File: config.mk
export PLATFORM = sky130hd
export DESIGN_NAME = clk_div_meas
export DESIGN_NICKNAME = d
export VERILOG_FILES = /design/src/rtl/clk_div_meas.sv
export SDC_FILE = /design/constraint.sdc
export NUM_CORES = 1
export LEC_CHECK = 0
export ABC_AREA = 1
export BUFFER_PORTS_ARGS = -buffer_cell sky130_fd_sc_hd__buf_2
export CAP_MARGIN = 40
export CORE_AREA = 2 2 86 68
export CTS_CLUSTER_DIAMETER = 60
export DETAILED_ROUTE_END_ITERATION = 16
export DIE_AREA = 0 0 88 70
export GPL_TIMING_DRIVEN = 0
export HOLD_SLACK_MARGIN = 0.06
export PLACE_DENSITY_LB_ADDON = 0.12
export SLEW_MARGIN = 20
export SYNTH_ARGS = -nofsm -noshare
export SYNTH_HDL_FRONTEND = slang
export SYNTH_SLANG_ARGS = --single-unit
File: constraint.sdc
create_clock -name clk -period 1.6 [get_ports clk]
set_input_delay 0.24 -clock clk [delete_from_list [all_inputs] [get_ports clk]]
set_output_delay 0.24 -clock clk [all_outputs]
set_load 0.03 [all_outputs]
File: src/rtl/clk_div_meas.sv
// Divided-clock monitor: recovers period and high time of div_in in clk cycles, flags lock and stall.
// Outputs and meas_valid update one cycle after the sampled rise; no backpressure (meas_valid is a pulse).
module clk_div_meas #(
  parameter int CNT_W   = 10,
  parameter int LOCK_N  = 3,
  parameter int TIMEOUT = 1023
) (
  input  logic             clk,
  input  logic             rst,
  input  logic             div_in,
  output logic [CNT_W-1:0] period_out,
  output logic [CNT_W-1:0] high_out,
  output logic             meas_valid,
  output logic             locked,
  output logic             stalled
);

  localparam int               MW        = $clog2(LOCK_N);
  localparam logic [MW-1:0]    MATCH_MAX = MW'(LOCK_N - 1);
  localparam logic [CNT_W-1:0] TIMEOUT_C = CNT_W'(TIMEOUT);
  localparam logic [CNT_W-1:0] ONE       = CNT_W'(1);

  typedef enum logic {IDLE, MEASURE} state_t;

  state_t           state, state_nxt;
  logic             div_d, rise;
  logic             have_meas, have_meas_nxt;
  logic [CNT_W-1:0] cnt, cnt_nxt, hi, hi_nxt;
  logic [CNT_W-1:0] period_nxt, high_nxt;
  logic [MW-1:0]    match, match_nxt, match_inc;
  logic             mv_nxt, locked_nxt, stalled_nxt;

  assign rise      = div_in & ~div_d;
  // Saturate so a long run of identical measurements keeps locked asserted.
  assign match_inc = (match == MATCH_MAX) ? match : match + MW'(1);

  always_comb begin
    state_nxt     = state;
    cnt_nxt       = cnt;
    hi_nxt        = hi;
    period_nxt    = period_out;
    high_nxt      = high_out;
    mv_nxt        = 1'b0;
    locked_nxt    = locked;
    stalled_nxt   = stalled;
    match_nxt     = match;
    have_meas_nxt = have_meas;
    case (state)
      IDLE: begin
        cnt_nxt = '0;
        hi_nxt  = '0;
        if (rise) begin
          state_nxt   = MEASURE;
          cnt_nxt     = ONE;
          hi_nxt      = ONE;
          stalled_nxt = 1'b0;
        end
      end
      MEASURE: begin
        if (rise) begin
          period_nxt    = cnt;
          high_nxt      = hi;
          mv_nxt        = 1'b1;
          cnt_nxt       = ONE;
          hi_nxt        = ONE;
          stalled_nxt   = 1'b0;
          have_meas_nxt = 1'b1;
          if (have_meas && (cnt == period_out) && (hi == high_out))
            match_nxt = match_inc;
          else
            match_nxt = '0;
          locked_nxt = (match_nxt == MATCH_MAX);
        end else if (cnt == TIMEOUT_C) begin
          // No edge within the window: drop back and forget lock history.
          state_nxt     = IDLE;
          stalled_nxt   = 1'b1;
          locked_nxt    = 1'b0;
          match_nxt     = '0;
          have_meas_nxt = 1'b0;
          period_nxt    = '0;
          high_nxt      = '0;
          cnt_nxt       = '0;
          hi_nxt        = '0;
        end else begin
          cnt_nxt = cnt + ONE;
          hi_nxt  = hi + {{(CNT_W-1){1'b0}}, div_in};
        end
      end
      default: state_nxt = IDLE;
    endcase
  end

  always_ff @(posedge clk) begin
    if (rst) begin
      state      <= IDLE;
      div_d      <= 1'b0;
      cnt        <= '0;
      hi         <= '0;
      match      <= '0;
      have_meas  <= 1'b0;
      period_out <= '0;
      high_out   <= '0;
      meas_valid <= 1'b0;
      locked     <= 1'b0;
      stalled    <= 1'b0;
    end else begin
      state      <= state_nxt;
      div_d      <= div_in;
      cnt        <= cnt_nxt;
      hi         <= hi_nxt;
      match      <= match_nxt;
      have_meas  <= have_meas_nxt;
      period_out <= period_nxt;
      high_out   <= high_nxt;
      meas_valid <= mv_nxt;
      locked     <= locked_nxt;
      stalled    <= stalled_nxt;
    end
  end

endmodule

[After elaboration in Yosys (flattened, before gate mapping)]
Index checks and enable logic that the tools add are counted.
Operators by class
  multiplexer cells: 27
  equality and inequality tests: 7
  add/sub/neg operators: 3
  reductions and logical operators: 6
  bitwise logic cells: 3
Operators with widths (count)
  2-to-1 mux 10 bit: 7
  case mux 10 bit (2 select lines): 2
  == test 10 bit: 2
  2-to-1 mux 2 bit: 6
  adder 10 x 1 -> 10 bit: 1
  adder 10 x 1 -> 10 bit (second input constant): 1
  == test 10 bit (second input constant): 1
  2-to-1 mux 1 bit: 10
  == test 2 bit (second input constant): 2
  case mux 1 bit (2 select lines): 2
  AND reduction 2 bit: 2
  != test 3 x 1 -> 1 bit (second input constant): 1
  adder 2 x 1 -> 2 bit (second input constant): 1
  logical AND 1 bit: 2
  != test 2 bit (second input constant): 1
  inverter 1 bit: 2
  nonzero test 2 bit: 1
  OR reduction 2 bit: 1
  AND 1 bit: 1
Word-level totals
  bits in registers: 48
  input bits: 3
  word-level logic and storage cells: 57
  output and inout port bits: 23

[Longest topological paths before layout]
  word-level depth: 8
  gate-level depth with buffers: 10
  gate-level depth less buffers: 10

[Worst setup path after synthesis]
Ideal clock, no wire load.
  path type: register to register
  start point: register cnt[0]
  end point: register period_out[6]
  library setup time: 121 ps
  path buffers: 1
  stages on the path, launching flop included: 10
  arrival time: 1384 ps
  slack: 95 ps
  clock period less this slack: 1505 ps
  required time: 1479 ps
  path through: dfxtp_1 > ha_1 > nand3_2 > nor3_4 > nand3_2 > nand2_2 > nand2_4 > buf_6 > nand3_1 > o21ai_1
On the way
  word-level cells in the longest chain between the ends: 3
RTL lines
  start, declared: RTL line 28  | logic [CNT_W-1:0] cnt, cnt_nxt, hi, hi_nxt;
  start signal, assigned: RTL line 109  | cnt <= cnt_nxt;
  == test 10 bit: RTL line 73  | end else if (cnt == TIMEOUT_C) begin
  nonzero test 2 bit (no source line)
  AND reduction 2 bit (no source line)
  end signal, assigned: RTL line 113  | period_out <= period_nxt;
  end, declared: RTL line 11  | output logic [CNT_W-1:0] period_out,
No other way between the ends.
A chain may end at the register's enable or synchronous reset.

[Worst setup path after layout]
  start point: register cnt[1]
  end point: register high_out[7]
On the way
  word-level cells in the longest chain between the ends: 3
RTL lines
  == test 10 bit: RTL line 73
  nonzero test 2 bit (no source line)
  AND reduction 2 bit (no source line)
  end signal, assigned: RTL line 114  | high_out <= high_nxt;
  end, declared: RTL line 12  | output logic [CNT_W-1:0] high_out,
No other way between the ends.

==> results.cfg <==
[route]
routed_wl_um = 5180
via_per_inst = 4.61
drtAntennaViolNets = 0
vias = 1948
wire_per_inst_um = 12.2
firstDrtPassIters = 4
remaining_drc_errors = 0
drtIter0Drc = 112

[timing]
finalHoldViolCount = 0
period_needed_ns = 1.56
rsz0062_at_grt = true
setup_viol = 0
slew_headroom_pct = 78.8
worstMarginPinSlew_ns = 0.318
drv_slew = 0
fmaxAchievable_mhz = 643
min_period_over_period_pct = 97.2
setup_ws_ns = 0.0442
finClkSkew_ns = 0.0136

[hold_path]
hold_depth = 3
worstHoldStart = div_in
hp-class = in2reg

[global_route]
grt_pass1_wl_um = 8490
gr-usage-all-layers_pct = 17.6
grt_max_degree = 15
grt_pass1_vias = 1753
antenna_found_initial = 0
gr-total-overflow = 0

[setup_path]
crit_slowest_cell = dfxtp_2
r2r-start = cnt[1]
max_stage_delay_ns = 0.36
cp_cell_sequence = ha_4, nand3_4, nor3_4, nand3_4, nand2_4, nand2_8, clkbuf_16, nand3_2, o21ai_1
crit_path_start_kind = flip-flop
cpMostUsedCell = nand3_4
crit_required_ns = 1.79
cp-end-kind = flip-flop
crit_fanout = 7
crit_buf_inv = 1
cp-startpoint = cnt[1]
crit_cells = 9
critPathTopFamily = simple AND/OR/NAND/NOR gates
worstPathArrival_ns = 1.74
critPathKind = reg2reg
reg2regPathDepth = 9

[power_and_ir_drop]
p_leak_nw = 1.14
comb_power_share_pct = 6.7
p_clk_share_pct = 41.2
vdd_ir_drop_max_mv = 0.381
swShare_pct = 22.4
p_per_area_nw_per_um2 = 812
finalPower_mw = 2.34
p_sw_uw = 524
p_int_mw = 1.82
seqPwrFrac_pct = 52.1

[logic_synthesis]
synth-seq-cells = 48
yosys.area.top_type = dfxtp_1
avgSynthCellArea_um2 = 7.39
synth_area_um2 = 2220
synth_area_leaders = dfxtp_1, nand2_1, inv_1
yosysSeqAreaShare_pct = 43.4
syn-num-nets = 307
ys_warn_count = 0
synth.distinct_cells = 33
syn_inst = 300
synth_top_cell_area_share_pct = 43.4

[clock_network]
cts_buffers = 5
clk_path_buf_depth = 2
holdBufCountCts = 0
h-tree-depth = 2
tritoncts = yes
clk_latency_ns = 0.30
clkSlewWorstSetupHoldPaths_ns = 0.09
clkSinkCount = 48
cts_root_buf = clkbuf_8

[die]
die-width_um = 88
die_h_um = 70
initial_core_util_pct = 40.8
core_area_um2 = 5440
die_area_um2 = 6160
num_rows = 24
io_pins = 26

[finish]
nNetsFinal = 351
layout_common_cells = nand2_1, inv_1, dfxtp_1, nor2_1, buf_2
fillCellCount = 539
final_layout_size_suffix_gt1_share_pct = 29.6
antenna_cells = 0
fin_cells = 423
area_growth_pct = 30.2
final_common_cell = nand2_1

[placed_design]
gp_congestion = 0.804
placed_cells = 403
io_buffers = 25
hpwl_um = 3510
post-place-ws_ns = -0.280

[status]
outcome = finished, final reports clean

[job]
maxCapViolCount = 0
timing repair:
item	CTS	global route
setup endpoints to repair	45	40
pin swaps	2	6
cloned	0	2
setup buffers	3	7
resized for setup	8	38
power groups by stage:
stage | combinational (mW) | sequential, mW | clock [mW]
6_report | 0.157 | 1.22 | 0.966
2_1_floorplan | 0.0745 | 1.25 | 0
3_5_place_dp | 0.112 | 1.25 | 0
5_1_grt | 0.174 | 1.22 | 1.04
3_3_place_gp | 0.112 | 1.25 | 0
4_1_cts | 0.121 | 1.22 | 0.990
tightest hold or removal path, cell delays in order:
cell    delay [ns]
buf_2         0.10
inv_1         0.05
nor2_1        0.07
final cells by class:
type                       instances  area (µm²)  share of cell area [%]
buffer                             6        61.3                    2.13
tap                               78        97.6                    3.38
sequential                        48         971                    33.7
clock inverter                     1        30.0                    1.04
inverter                          49         188                    6.51
clock buffer                       7        96.3                    3.34
multi-input combinational        197        1190                    41.3
timing repair buffer              37         250                    8.68
registers in the layout (all words and copies together) (netlist names):
name,cells
cnt,10
div_d,1
have_meas,1
hi,10
high_out,10
locked,1
match,2
meas_valid,1
period_out,10
stalled,1
state,1
path summary, 6_finish.rpt:
path	endpoint	slack, ns
max reg2reg	high_out[7]	0.04
max	high_out[7]	0.04
min reg2reg	locked	0.47
min	div_d	0.21
synthesized netlist by cell type (all sizes together):
master  number
clkbuf       2
dfxtp       48
nand3       30
xor2        10
a21oi        9
nor4         2
xnor2        1
and2         1
inv         49
nand2       66
buf          4
nor2        35
a31oi        1
nor3         6
or2          1
nand4        4
ha           4
nand3b       1
o21ai       25
o31ai        1
per-layer routing:
metal / wire length (µm) / share of wire (%) / track usage, %
met4: 29 / 0.56 / 3.59
met5: 0 / 0 / 0
met1: 2680 / 52 / 27.4
met2: 2150 / 41 / 25.0
met3: 318 / 6.1 / 3.78
per-stage QoR:
| stage | cell area [µm²] | util (%) | hold WS, ns | setup TNS, ns |
|---|---|---|---|---|
| after global placement | 2440 | 44.9 | 0.448 | -7.25 |
| after global routing | 2880 | 53.1 | 0.230 | -0.392 |
| final | 2880 | 53.1 | 0.205 | 0 |
| after detailed placement | 2440 | 44.9 | 0.455 | -7.23 |
| after CTS | 2630 | 48.4 | 0.201 | -0.00886 |
| after floorplan | 2220 | - | 0.309 | 0 |
cell families after synthesis:
group                      count (synthesis)  share of synthesized area (%)
buffers and inverters                     55                           10.7
and+or+nand+nor                          146                           31.0
AOI/OAI and AO/OA                         36                           8.30
DFF                                       48                           43.4
xor gates and xnor gates                  11                           4.35
adders and majority gates                  4                           2.26
No activity file was read; power rests on OpenSTA's default activity.
